### config.mk
export PLATFORM = sky130hd
export DESIGN_NAME = multicycle_cu_flat
export DESIGN_NICKNAME = d
export VERILOG_FILES = /design/src/rtl/multicycle_cu_if.sv /design/src/rtl/multicycle_cu.sv /design/src/flat_wrapper.sv
export SDC_FILE = /design/constraint.sdc
export NUM_CORES = 1
export LEC_CHECK = 0
export CAP_MARGIN = 30
export CORE_ASPECT_RATIO = 0.75
export CORE_MARGIN = 2
export CORE_UTILIZATION = 30
export CTS_BUF_LIST = sky130_fd_sc_hd__clkbuf_8 sky130_fd_sc_hd__clkbuf_16
export CTS_CLUSTER_SIZE = 30
export DETAILED_ROUTE_END_ITERATION = 10
export GPL_ROUTABILITY_DRIVEN = 0
export HOLD_SLACK_MARGIN = 0.12
export SLEW_MARGIN = 5
export SYNTH_ARGS = -nofsm -noshare
export SYNTH_HDL_FRONTEND = slang
export SYNTH_SLANG_ARGS = --single-unit
### constraint.sdc
create_clock -name clk -period 3.55 [get_ports clk]
set_clock_uncertainty 0.05 [all_clocks]
set_input_delay 0.5325 -clock clk [delete_from_list [all_inputs] [get_ports clk]]
set_output_delay 0.5325 -clock clk [all_outputs]
set_load 0.005 [all_outputs]
### src/rtl/multicycle_cu_if.sv
// Control-unit bundle: IR/flag/ready inputs toward the control unit and the
// datapath/memory control outputs it drives.
interface multicycle_cu_if #(
    parameter int ALU_OP_W = 3,
    parameter int SEU_OP_W = 2,
    parameter int CNT_W    = 32
);
    logic [10:0]         op_code;
    logic                zero;
    logic                imem_ready;
    logic                dmem_ready;
    logic                imem_req;
    logic                ir_wr;
    logic                pc_wr;
    logic                pc_src;
    logic                reg_to_loc;
    logic [SEU_OP_W-1:0] seu_op;
    logic                alu_src;
    logic [ALU_OP_W-1:0] alu_op;
    logic                dmem_req;
    logic                mem_wr;
    logic                mem_to_reg;
    logic                reg_wr;
    logic                fault;
    logic [1:0]          fault_cause;
    logic [CNT_W-1:0]    retired;

    modport master (
        input  op_code, zero, imem_ready, dmem_ready,
        output imem_req, ir_wr, pc_wr, pc_src, reg_to_loc, seu_op, alu_src,
               alu_op, dmem_req, mem_wr, mem_to_reg, reg_wr, fault,
               fault_cause, retired
    );

    modport slave (
        output op_code, zero, imem_ready, dmem_ready,
        input  imem_req, ir_wr, pc_wr, pc_src, reg_to_loc, seu_op, alu_src,
               alu_op, dmem_req, mem_wr, mem_to_reg, reg_wr, fault,
               fault_cause, retired
    );
endinterface

### src/rtl/multicycle_cu.sv
// Multi-cycle LEGv8 control unit: FETCH/DECODE/EXEC/MEM/WB sequencing with
// memory handshakes, timeout/illegal-opcode fault trapping and a retire counter.
module multicycle_cu #(
    parameter int ALU_OP_W    = 3,
    parameter int SEU_OP_W    = 2,
    parameter int WAIT_W      = 8,
    parameter int MEM_TIMEOUT = 255,
    parameter int CNT_W       = 32
) (
    input logic            clk,
    input logic            rst,
    multicycle_cu_if.master bus
);

    typedef enum logic [2:0] {
        S_FETCH  = 3'd0,
        S_DECODE = 3'd1,
        S_EXEC   = 3'd2,
        S_MEM    = 3'd3,
        S_WB     = 3'd4,
        S_FAULT  = 3'd5
    } state_t;

    typedef enum logic [2:0] {
        K_NONE = 3'd0,
        K_B    = 3'd1,
        K_CBZ  = 3'd2,
        K_CBNZ = 3'd3,
        K_ALU  = 3'd4,
        K_STUR = 3'd5,
        K_LDUR = 3'd6
    } kind_t;

    typedef struct packed {
        kind_t               kind;
        logic                reg_to_loc;
        logic [SEU_OP_W-1:0] seu_op;
        logic                alu_src;
        logic [ALU_OP_W-1:0] alu_op;
        logic                mem_to_reg;
    } dec_t;

    localparam bit                TIMEOUT_EN = (MEM_TIMEOUT != 0);
    localparam logic [WAIT_W-1:0] TIMEOUT_C  = WAIT_W'(MEM_TIMEOUT);

    function automatic dec_t decode(input logic [10:0] op);
        dec_t d;
        d      = '0;
        d.kind = K_NONE;
        casez (op)
            11'b000101?????: begin
                d.kind   = K_B;
                d.seu_op = SEU_OP_W'(2'b10);
            end
            11'b10110100???, 11'b10110101???: begin
                d.kind       = op[3] ? K_CBNZ : K_CBZ;
                d.reg_to_loc = 1'b1;
                d.seu_op     = SEU_OP_W'(2'b11);
                d.alu_op     = ALU_OP_W'(3'b100);
            end
            11'b1001000100?: begin
                d.kind    = K_ALU;
                d.alu_src = 1'b1;
                d.alu_op  = ALU_OP_W'(3'b000);
            end
            11'b1101000100?: begin
                d.kind    = K_ALU;
                d.alu_src = 1'b1;
                d.alu_op  = ALU_OP_W'(3'b001);
            end
            11'b10001011000: begin
                d.kind   = K_ALU;
                d.alu_op = ALU_OP_W'(3'b000);
            end
            11'b11001011000: begin
                d.kind   = K_ALU;
                d.alu_op = ALU_OP_W'(3'b001);
            end
            11'b10001010000: begin
                d.kind   = K_ALU;
                d.alu_op = ALU_OP_W'(3'b010);
            end
            11'b10101010000: begin
                d.kind   = K_ALU;
                d.alu_op = ALU_OP_W'(3'b011);
            end
            11'b11111000000, 11'b11111000010: begin
                d.kind       = op[1] ? K_LDUR : K_STUR;
                d.reg_to_loc = 1'b1;
                d.seu_op     = SEU_OP_W'(2'b01);
                d.alu_src    = 1'b1;
                d.alu_op     = ALU_OP_W'(3'b000);
                d.mem_to_reg = op[1];
            end
            default: d.kind = K_NONE;
        endcase
        return d;
    endfunction

    state_t            state_q, state_d;
    dec_t              dec_q, dec_d;
    logic [WAIT_W-1:0] wait_q, wait_d;
    logic [CNT_W-1:0]  retired_q, retired_d;
    logic              fault_q, fault_d;
    logic [1:0]        cause_q, cause_d;

    logic imem_req_s, ir_wr_s, pc_wr_s, pc_src_s, dmem_req_s, mem_wr_s, reg_wr_s;

    // State register and all sequential bookkeeping.
    always_ff @(posedge clk) begin
        if (rst) begin
            state_q   <= S_FETCH;
            dec_q     <= '0;
            wait_q    <= '0;
            retired_q <= '0;
            fault_q   <= 1'b0;
            cause_q   <= 2'b00;
        end else begin
            state_q   <= state_d;
            dec_q     <= dec_d;
            wait_q    <= wait_d;
            retired_q <= retired_d;
            fault_q   <= fault_d;
            cause_q   <= cause_d;
        end
    end

    // Next-state, decode latch, wait counter and retire/fault updates.
    always_comb begin
        state_d   = state_q;
        dec_d     = dec_q;
        wait_d    = '0;
        retired_d = retired_q;
        fault_d   = fault_q;
        cause_d   = cause_q;
        case (state_q)
            S_FETCH: begin
                if (bus.imem_ready) begin
                    state_d = S_DECODE;
                end else if (TIMEOUT_EN && (wait_q == TIMEOUT_C)) begin
                    state_d = S_FAULT;
                    fault_d = 1'b1;
                    cause_d = 2'b10;
                end else begin
                    wait_d = wait_q + WAIT_W'(1);
                end
            end
            S_DECODE: begin
                dec_d = decode(bus.op_code);
                if (dec_d.kind == K_NONE) begin
                    state_d = S_FAULT;
                    fault_d = 1'b1;
                    cause_d = 2'b01;
                end else begin
                    state_d = S_EXEC;
                end
            end
            S_EXEC: begin
                case (dec_q.kind)
                    K_B, K_CBZ, K_CBNZ: begin
                        retired_d = retired_q + CNT_W'(1);
                        state_d   = S_FETCH;
                    end
                    K_ALU:          state_d = S_WB;
                    K_STUR, K_LDUR: state_d = S_MEM;
                    default: begin
                        state_d = S_FAULT;
                        fault_d = 1'b1;
                        cause_d = 2'b01;
                    end
                endcase
            end
            S_MEM: begin
                if (bus.dmem_ready) begin
                    if (dec_q.kind == K_STUR) begin
                        retired_d = retired_q + CNT_W'(1);
                        state_d   = S_FETCH;
                    end else begin
                        state_d = S_WB;
                    end
                end else if (TIMEOUT_EN && (wait_q == TIMEOUT_C)) begin
                    state_d = S_FAULT;
                    fault_d = 1'b1;
                    cause_d = 2'b11;
                end else begin
                    wait_d = wait_q + WAIT_W'(1);
                end
            end
            S_WB: begin
                retired_d = retired_q + CNT_W'(1);
                state_d   = S_FETCH;
            end
            S_FAULT: state_d = S_FAULT;
            default: state_d = S_FETCH;
        endcase
    end

    // Strobe decode; pc_src is only ever driven alongside pc_wr.
    always_comb begin
        imem_req_s = 1'b0;
        ir_wr_s    = 1'b0;
        pc_wr_s    = 1'b0;
        pc_src_s   = 1'b0;
        dmem_req_s = 1'b0;
        mem_wr_s   = 1'b0;
        reg_wr_s   = 1'b0;
        case (state_q)
            S_FETCH: begin
                imem_req_s = 1'b1;
                ir_wr_s    = bus.imem_ready;
            end
            S_EXEC: begin
                case (dec_q.kind)
                    K_B: begin
                        pc_wr_s  = 1'b1;
                        pc_src_s = 1'b1;
                    end
                    K_CBZ: begin
                        pc_wr_s  = 1'b1;
                        pc_src_s = bus.zero;
                    end
                    K_CBNZ: begin
                        pc_wr_s  = 1'b1;
                        pc_src_s = ~bus.zero;
                    end
                    default: pc_wr_s = 1'b0;
                endcase
            end
            S_MEM: begin
                dmem_req_s = 1'b1;
                mem_wr_s   = (dec_q.kind == K_STUR);
                pc_wr_s    = bus.dmem_ready && (dec_q.kind == K_STUR);
            end
            S_WB: begin
                reg_wr_s = 1'b1;
                pc_wr_s  = 1'b1;
            end
            default: imem_req_s = 1'b0;
        endcase
    end

    assign bus.imem_req    = imem_req_s;
    assign bus.ir_wr       = ir_wr_s;
    assign bus.pc_wr       = pc_wr_s;
    assign bus.pc_src      = pc_src_s;
    assign bus.dmem_req    = dmem_req_s;
    assign bus.mem_wr      = mem_wr_s;
    assign bus.reg_wr      = reg_wr_s;
    assign bus.reg_to_loc  = dec_q.reg_to_loc;
    assign bus.seu_op      = dec_q.seu_op;
    assign bus.alu_src     = dec_q.alu_src;
    assign bus.alu_op      = dec_q.alu_op;
    assign bus.mem_to_reg  = dec_q.mem_to_reg;
    assign bus.fault       = fault_q;
    assign bus.fault_cause = cause_q;
    assign bus.retired     = retired_q;

endmodule

### src/flat_wrapper.sv
// flat-port wrapper written by rule: the top's interface ports become plain ports
module multicycle_cu_flat 
#(
    parameter int ALU_OP_W    = 3,
    parameter int SEU_OP_W    = 2,
    parameter int WAIT_W      = 8,
    parameter int MEM_TIMEOUT = 255,
    parameter int CNT_W       = 32
)
  (clk, rst, bus_op_code, bus_zero, bus_imem_ready, bus_dmem_ready, bus_imem_req, bus_ir_wr, bus_pc_wr, bus_pc_src, bus_reg_to_loc, bus_seu_op, bus_alu_src, bus_alu_op, bus_dmem_req, bus_mem_wr, bus_mem_to_reg, bus_reg_wr, bus_fault, bus_fault_cause, bus_retired);
  multicycle_cu_if #(.ALU_OP_W(ALU_OP_W), .SEU_OP_W(SEU_OP_W), .CNT_W(CNT_W)) bus_i ();
  input logic clk;
  input logic rst;
  input wire logic [$bits(bus_i.op_code)-1:0] bus_op_code;
  input wire logic [$bits(bus_i.zero)-1:0] bus_zero;
  input wire logic [$bits(bus_i.imem_ready)-1:0] bus_imem_ready;
  input wire logic [$bits(bus_i.dmem_ready)-1:0] bus_dmem_ready;
  output wire logic [$bits(bus_i.imem_req)-1:0] bus_imem_req;
  output wire logic [$bits(bus_i.ir_wr)-1:0] bus_ir_wr;
  output wire logic [$bits(bus_i.pc_wr)-1:0] bus_pc_wr;
  output wire logic [$bits(bus_i.pc_src)-1:0] bus_pc_src;
  output wire logic [$bits(bus_i.reg_to_loc)-1:0] bus_reg_to_loc;
  output wire logic [$bits(bus_i.seu_op)-1:0] bus_seu_op;
  output wire logic [$bits(bus_i.alu_src)-1:0] bus_alu_src;
  output wire logic [$bits(bus_i.alu_op)-1:0] bus_alu_op;
  output wire logic [$bits(bus_i.dmem_req)-1:0] bus_dmem_req;
  output wire logic [$bits(bus_i.mem_wr)-1:0] bus_mem_wr;
  output wire logic [$bits(bus_i.mem_to_reg)-1:0] bus_mem_to_reg;
  output wire logic [$bits(bus_i.reg_wr)-1:0] bus_reg_wr;
  output wire logic [$bits(bus_i.fault)-1:0] bus_fault;
  output wire logic [$bits(bus_i.fault_cause)-1:0] bus_fault_cause;
  output wire logic [$bits(bus_i.retired)-1:0] bus_retired;
  assign bus_i.op_code = bus_op_code;
  assign bus_i.zero = bus_zero;
  assign bus_i.imem_ready = bus_imem_ready;
  assign bus_i.dmem_ready = bus_dmem_ready;
  assign bus_imem_req = bus_i.imem_req;
  assign bus_ir_wr = bus_i.ir_wr;
  assign bus_pc_wr = bus_i.pc_wr;
  assign bus_pc_src = bus_i.pc_src;
  assign bus_reg_to_loc = bus_i.reg_to_loc;
  assign bus_seu_op = bus_i.seu_op;
  assign bus_alu_src = bus_i.alu_src;
  assign bus_alu_op = bus_i.alu_op;
  assign bus_dmem_req = bus_i.dmem_req;
  assign bus_mem_wr = bus_i.mem_wr;
  assign bus_mem_to_reg = bus_i.mem_to_reg;
  assign bus_reg_wr = bus_i.reg_wr;
  assign bus_fault = bus_i.fault;
  assign bus_fault_cause = bus_i.fault_cause;
  assign bus_retired = bus_i.retired;
  multicycle_cu #(.ALU_OP_W(ALU_OP_W), .SEU_OP_W(SEU_OP_W), .WAIT_W(WAIT_W), .MEM_TIMEOUT(MEM_TIMEOUT), .CNT_W(CNT_W)) u_core (.clk(clk), .rst(rst), .bus(bus_i));
endmodule
# == After elaboration in Yosys (flattened, before gate mapping) ==
# Cells that the tools add are included.
# totals
reg_bits,57
inputBits,16
output_inout_bits,50
elab_cells,109
# op_classes
add_sub_neg,2
n_eq_ne,32
n_mux,46
bitwise_logic,1
reduce_logical,17
# ops
cell,count
32-bit 2-to-1 mux,3
32-bit one-hot mux with 3 select lines,1
"11-bit == test, second input constant",6
"32-bit by 1-bit adder with 32-bit output, second input constant",1
"8-bit == test, second input constant",3
8-bit 2-to-1 mux,3
3-bit one-hot mux with 4 select lines,2
"10-bit == test, second input constant",2
3-bit 2-to-1 mux,6
1-bit 2-to-1 mux,16
8-bit one-hot mux with 2 select lines,1
"3-bit == test, second input constant",5
3-bit one-hot mux with 5 select lines,1
2-bit 2-to-1 mux,7
"3-bit by 2-bit == test with 1-bit output, second input constant",4
6-bit OR reduction,2
"2-bit != test, second input constant",5
3-bit one-hot mux with 3 select lines,1
"8-bit by 1-bit adder with 8-bit output, second input constant",1
"2-bit by 1-bit != test with 1-bit output, second input constant",4
2-bit one-hot mux with 4 select lines,1
2-bit OR reduction,4
4-bit OR reduction,2
7-bit AND reduction,1
other kinds (13),16

# == Longest topological paths before layout ==
# Gate-level depths: netlist of the first run.
# logic_depth
ltp_word,7
mapped_depth,8
depth_no_buf,6

# == Worst setup path after synthesis of the first run ==
# OpenSTA, ideal clock, no wires.
# synth_path
path_type,in2reg
startpoint,in bus_op_code[1]
endpoint,reg u_core.cause_q[0] (netlist: u_core.bus.fault_cause[0])
setup_time_ns,0.121
arrival_time_ns,2.061
slack_ns,1.318
cell_stages,5
path_cell_list,or4b_4 or4_4 nand4_4 a21oi_2 mux2_4
# synth_between
elab_chain_cells,7
# synth_lines
element,line,rtl
from (decl),flat_wrapper.sv:14,input wire logic [$bits(bus_i.op_code)-1:0] bus_op_code;
11-bit == test or 10-bit == test (tied branches),multicycle_cu.sv:50,casez (op)
6-bit OR reduction (no source line) or 2-bit OR reduction (tied branches),n/a,
3-bit one-hot mux with 4 select lines (*),multicycle_cu.sv:50,
3-bit 2-to-1 mux (*),multicycle_cu.sv:136,case (state_q)
3-bit logical NOT (*),multicycle_cu.sv:150,if (dec_d.kind == K_NONE) begin
2-bit by 1-bit != test with 1-bit output (no source line) (*),n/a,
7-bit AND reduction (no source line) (*),n/a,
to (signal assigned),multicycle_cu.sv:124,cause_q <= cause_d;
to (decl),multicycle_cu.sv:105,"logic [1:0] cause_q, cause_d;"
# Every way passes the cells marked *; elsewhere a longest branch is shown, timed or not. The select of a mux whose other input is x is not followed.
# A chain may end at the register's enable or synchronous reset.

# == Worst setup path after layout of the first run ==
# layout_path
startpoint,reg u_core.state_q[1]
endpoint,out bus_pc_wr
# layout_between
elab_chain_cells,2
# layout_lines
element,line,rtl
from (decl),multicycle_cu.sv:100,"state_t state_q, state_d;"
from (signal assigned),multicycle_cu.sv:119,state_q <= state_d;
3-bit == test or 3-bit by 2-bit == test with 1-bit output (tied branches),multicycle_cu.sv:207,case (state_q)
1-bit one-hot mux with 3 select lines (*),multicycle_cu.sv:207,
to (decl),flat_wrapper.sv:20,output wire logic [$bits(bus_i.pc_wr)-1:0] bus_pc_wr;
# Every way passes the cells marked *; elsewhere a longest branch is shown, timed or not.

==> reports/results.tsv, run 1 <==
metric	value	unit
status	finished, final reports clean	
Adder-Cell Fraction of Synth Area	0.7930	%
final setup vio count	0	
Worst slew margin	42.33	%
pin slew with the least headroom to its limit	865.1	ps
async set-or-reset flop fraction in the synthesized netlist	0	%
Synth Instances	388	
TritonCTS clock tree	yes	
postcts setup bufs	0	
unrepaired setup endpoints after global routing	false	
Avg Cell Area, Syn	8.133	um^2
WHS Path Cells	2	
final non-filler cell area	0.004016	mm^2
commonest cells in the netlist	56 x dfxtp_1, 43 x nor2_1, 26 x nand2_1	
EDFF count, synth	0	
worst reg2reg setup slack	880	ps
# resized after CTS	0	
DPL Wire Length	5724	um
# DRC	0	
cts bufs inserted	5	
IO buf count	65	
Sink Count	56	
syn nets	406	
Max FO, Critical Path	16	
Leak Pwr	1.340	nW
initial DRC count	138	
power density cells	321.9	mW/mm^2
Top FF cell, synth	dfxtp_1	
min cycle time layout	2871	ps
top cell type's share of synthesized area	35.53	%
class of the worst hold path	flip-flop to flip-flop	
Min-Delay Endpoint	u_core.bus.alu_op[2]$_SDFFE_PP0P_	
vias in the first global route	2690	
Placement Cell Area	0.003871	mm^2
DIE AREA	0.01136	mm^2
R2R Path End	u_core.bus.retired[12]$_SDFFE_PP0P_	
initial antenna violation count	0	
VDD IR max	0.1793	mV
post-synthesis compound-gate area fraction	13.20	%
Largest register FFs	32	
I/O Pins	66	
Final Hold Viols	0	
Synthesis Warnings	0	
grt ovf	0	
worst-case clock buffer depth	2	
Seq/Total Area, Yosys	35.53	%
top-count cell post-synth	dfxtp_1	
GRT Overall Usage	14.02	%
Fillers	1087	
nets	452	
via/cell ratio	5.203	
maximum level of the CTS H-tree	2	
Clock Latency Late Sink	290	ps
Synth cell types	60	
post-route ant nets	0	
Max Fclk	348.3	MHz
clock root cell	clkbuf_16	
mapped cell area	0.003156	mm^2
Slew Viols, Final	0	
# hold bufs at CTS	0	
via count	2971	
core footprint	0.01025	mm^2
Setup Crit Path Kind	flip-flop to output port	
Worst EP required	2970	ps
worst reg2reg path depth	6	
CTS clock-pin slew for the worst setup and hold paths	70	ps
final WL	7771	um
TNS Setup	0	ps
Die X	122.4	um
WL/cell	13.61	um
Simple-Gate Fraction of Synth Area	35.29	%
cell taking the most area after synthesis	dfxtp_1	
die height	92.82	um
area grow syn2layout	27.28	%
Site Rows	32	
Worst Path Arrival	2290	ps
max-cap viol count	0	
crit path launch type	flip-flop	
fin crit share	80.88	%
first drt pass iteration count	4	
ranking of synthesized cells by area	dfxtp_1 36%, nor2_1 5.1%, mux2_1 5.0%	
first-pass GRT wire length	12960	um
CP Capture Type	output port	
mux cell area share after synthesis	5.789	%
xor and xnor area share after synthesis	3.053	%
largest net degree at the start of global routing	50	
Reg-to-Reg Start	u_core.state_q[1]$_SDFF_PP0_	
Synth Register Bits	56	
ANT cells	0	
hold path start	u_core.bus.alu_op[2]$_SDFFE_PP0P_	
share of layout cells above drive strength 1	6.437	%
initial core utilization	30.79	%
largest family of logic cells by synthesized area	simple AND/OR/NAND/NOR gates	
how the worst max path moves through the flow:
stage / endpoint / from / slack [ps] / depth (start not counted)
2_1_floorplan: u_core.bus.fault_cause[0]$_SDFFE_PP0P_ / bus_op_code[1] / 1320 / 5
3_3_place_gp: u_core.bus.fault_cause[0]$_SDFFE_PP0P_ / bus_op_code[1] / 780 / 6
3_5_place_dp: u_core.bus.fault_cause[0]$_SDFFE_PP0P_ / bus_op_code[1] / 740 / 6
4_1_cts: bus_pc_wr / u_core.state_q[1]$_SDFF_PP0_ / 670 / 5
5_1_grt: bus_mem_wr / u_core.state_q[1]$_SDFF_PP0_ / 450 / 5
6_report: bus_pc_wr / u_core.state_q[1]$_SDFF_PP0_ / 680 / 5
where the power goes:
part	total (mW)	internal [mW]	switching (mW)
sequential	0.658	0.639	0.0194
clock	0.490	0.261	0.229
combinational	0.145	0.0685	0.0763
cells in the final DEF (no fill, tap or decap), types with 3 or more instances in the layout:
cell and n:
xnor2_1 6, nand2_1 26, and2_1 4, clkbuf_16 5
nand4_1 10, o31ai_1 13, buf_4 5, nor2b_1 18
clkdlybuf4s50_1 64, mux2_1 14, xor2_1 5, o21ai_0 5
nand3_1 18, dfxtp_1 56, nand2b_1 5, inv_1 13
nor2_1 43, or3_1 7, nor4_1 3, nor3_1 21
a21oi_1 25, or4_1 15, and3_1 3
worst max-delay path, cell delays in order (launching register included):
cell	delay (ps)
dfxtp_1	670
nor2b_1	340
nand2_1	190
a2bb2oi_4	240
inv_1	70
clkdlybuf4s50_1	490
stage by stage:
| stage | hold slack, ps | utilization [%] | total power [mW] | std cells | setup slack [ps] |
|---|---|---|---|---|---|
| floorplan | 379.7 | - | 0.7591 | 388 | 1318 |
| global placement | 393.7 | 37.77 | 0.8154 | 563 | 775.5 |
| detailed placement | 396.7 | 37.77 | 0.8179 | 563 | 743.8 |
| CTS | 406.7 | 39.18 | 1.315 | 571 | 671.4 |
| global route | 430.4 | 39.18 | 1.358 | 571 | 454.3 |
| finish | 403.5 | 39.18 | 1.293 | 571 | 678.9 |
cells by family after synthesis:
| family | count (synthesis) |
|---|---|
| xor+xnor | 11 |
| flops | 56 |
| compound gates | 64 |
| fa+ha+maj | 2 |
| buf+inv | 43 |
| simple gates | 196 |
| mux | 16 |
layout make-up:
class	count	area, um^2	area share [%]
Inverter	12	45.04	1.121
Clock inverter	3	20.02	0.4984
Sequential cell	56	1121	27.91
Tap cell	136	170.2	4.237
Clock buffer	5	125.1	3.115
Timing Repair Buffer	70	683.2	17.01
Multi-Input combinational cell	289	1852	46.11
routing by layer:
| metal | track usage (%) | share of wire (%) | vias up |
|---|---|---|---|
| li1 | - | - | 1490 |
| met5 | 0 | 0 | - |
| met1 | 19.80 | 51 | 1400 |
| met4 | 3.161 | 0.66 | 0 |
| met2 | 20.97 | 42 | 75 |
| met3 | 4.064 | 6.3 | 6 |
Power figures use the tool's default switching activity.
==> inputs of run 2 (changes only) <==
- clock period: 3.55 -> 2.5 ns (I/O delays scaled with it)
==> reports/results.tsv, run 2 (synthesis results as in run 1) <==
metric	value	unit
status	finished, final reports clean	
R2R Path End	u_core.bus.retired[16]$_SDFFE_PP0P_	
GRT Overall Usage	14.42	%
final setup vio count	0	
Max Fclk	416.9	MHz
initial antenna violation count	0	
unrepaired setup endpoints after global routing	false	
TNS Setup	0	ps
Sink Count	56	
vias in the first global route	2831	
min cycle time layout	2399	ps
initial DRC count	110	
max-cap viol count	0	
VDD IR max	0.2826	mV
Worst Path Arrival	1970	ps
clock root cell	clkbuf_16	
via/cell ratio	5.095	
WHS Path Cells	2	
Worst EP required	2080	ps
die height	92.82	um
final WL	7979	um
CP Capture Type	output port	
post-route ant nets	0	
worst reg2reg setup slack	340	ps
Clock Latency Late Sink	290	ps
Fillers	1095	
DIE AREA	0.01136	mm^2
via count	3011	
nets	472	
placed cell count	583	
DPL Wire Length	5929	um
Leak Pwr	1.442	nW
grt ovf	0	
most common library cell in the layout ignoring fill and taps	clkdlybuf4s50_1	
CTS clock-pin slew for the worst setup and hold paths	70	ps
Max FO, Critical Path	5	
final non-filler cell area	0.004182	mm^2
pin slew with the least headroom to its limit	476.3	ps
Largest register FFs	32	
Worst slew margin	68.01	%
Final Hold Viols	0	
area grow syn2layout	32.51	%
postcts setup bufs	0	
TritonCTS clock tree	yes	
Die X	122.4	um
Setup crit end	bus_pc_wr	
class of the worst hold path	flip-flop to flip-flop	
share of layout cells above drive strength 1	10.77	%
cts bufs inserted	5	
Layout Cells excl Fill	591	
ANT cells	0	
first drt pass iteration count	5	
Final Util	40.80	%
fin crit share	95.96	%
Reg-to-Reg Start	u_core.state_q[1]$_SDFF_PP0_	
largest net degree at the start of global routing	47	
maximum level of the CTS H-tree	2	
crit path from	u_core.state_q[1]$_SDFF_PP0_	
initial core utilization	30.79	%
I/O Pins	66	
power density cells	444.1	mW/mm^2
core footprint	0.01025	mm^2
IO buf count	65	
Placement Cell Area	0.004034	mm^2
# hold bufs at CTS	0	
worst reg2reg path depth	6	
Setup Crit Path Kind	flip-flop to output port	
total power	1.857	mW
worst-case clock buffer depth	2	
most frequent cells in the layout	64 x clkdlybuf4s50_1, 56 x dfxtp_1, 43 x nor2_1	
# DRC	0	
WL/cell	13.50	um
Slew Viols, Final	0	
first-pass GRT wire length	13370	um
crit path launch type	flip-flop	
Site Rows	32	
[run 2: cell count changes in the layout (fill, tap and decap cells not counted), sizes merged]
| cell | delta |
|---|---|
| buf | +20 |
[run 2: routing by layer]
metal  vias up  global-route usage (%)  share of wire, %
met5         -                       0                 0
met4         0                   3.736              0.65
met3         4                   3.202               5.3
met2        72                   21.30                42
met1      1404                   20.98                52
li1       1531                       -                 -
[run 2: layout make-up]
class,count,area (um^2),area share (%)
Timing Repair Buffer,90,845.8,20.23
Tap cell,136,170.2,4.069
Multi-Input combinational cell,289,1854,44.34
Inverter,12,45.04,1.077
Sequential cell,56,1121,26.81
Clock inverter,3,20.02,0.4788
Clock buffer,5,125.1,2.992
[run 2: metrics by stage]
step | hold slack [ps] | setup slack (ps)
after global routing | 437.5 | 16.04
after global placement | 392.4 | -43.30
after CTS | 406.8 | 16.50
after floorplan | 379.7 | 425.1
final | 402.4 | 101.1
after detailed placement | 397.2 | -55.03
[run 2: timing repair]
action                                  in CTS  in global routing
gates resized for setup                      0                  1
endpoints found under the setup margin       0                  2
hold endpoints to repair                     0                  0
[run 2: worst min path at each step]
stage                                            start                                 end  slack (ps)
floorplan                  u_core.wait_q[0]$_SDFF_PP0_         u_core.wait_q[0]$_SDFF_PP0_         380
global route        u_core.bus.mem_to_reg$_SDFFE_PP0P_  u_core.bus.mem_to_reg$_SDFFE_PP0P_         440
global placement           u_core.wait_q[0]$_SDFF_PP0_         u_core.wait_q[0]$_SDFF_PP0_         390
detailed placement   u_core.bus.alu_op[2]$_SDFFE_PP0P_   u_core.bus.alu_op[2]$_SDFFE_PP0P_         400
finish               u_core.bus.alu_op[2]$_SDFFE_PP0P_   u_core.bus.alu_op[2]$_SDFFE_PP0P_         400
CTS                  u_core.bus.alu_op[2]$_SDFFE_PP0P_   u_core.bus.alu_op[2]$_SDFFE_PP0P_         410
[run 2: report_power, final]
part	internal (mW)	total [mW]	switching [mW]
logic	0.116	0.240	0.124
clock network	0.370	0.692	0.322
registers	0.907	0.925	0.0180
total	1.39	1.86	0.464
[run 2: critical path, cell delays in order, from the launching register on]
cell             delay, ps
dfxtp_1                440
nor2b_2                270
nand2_1                160
a2bb2oi_4              230
inv_1                   80
clkdlybuf4s50_1        500
==> inputs of run 3 (changes only) <==
- CTS_CLUSTER_SIZE: 30 -> 10
==> results of run 3 <==
No change in the layout: final DEF, timing and power equal those of run 2.
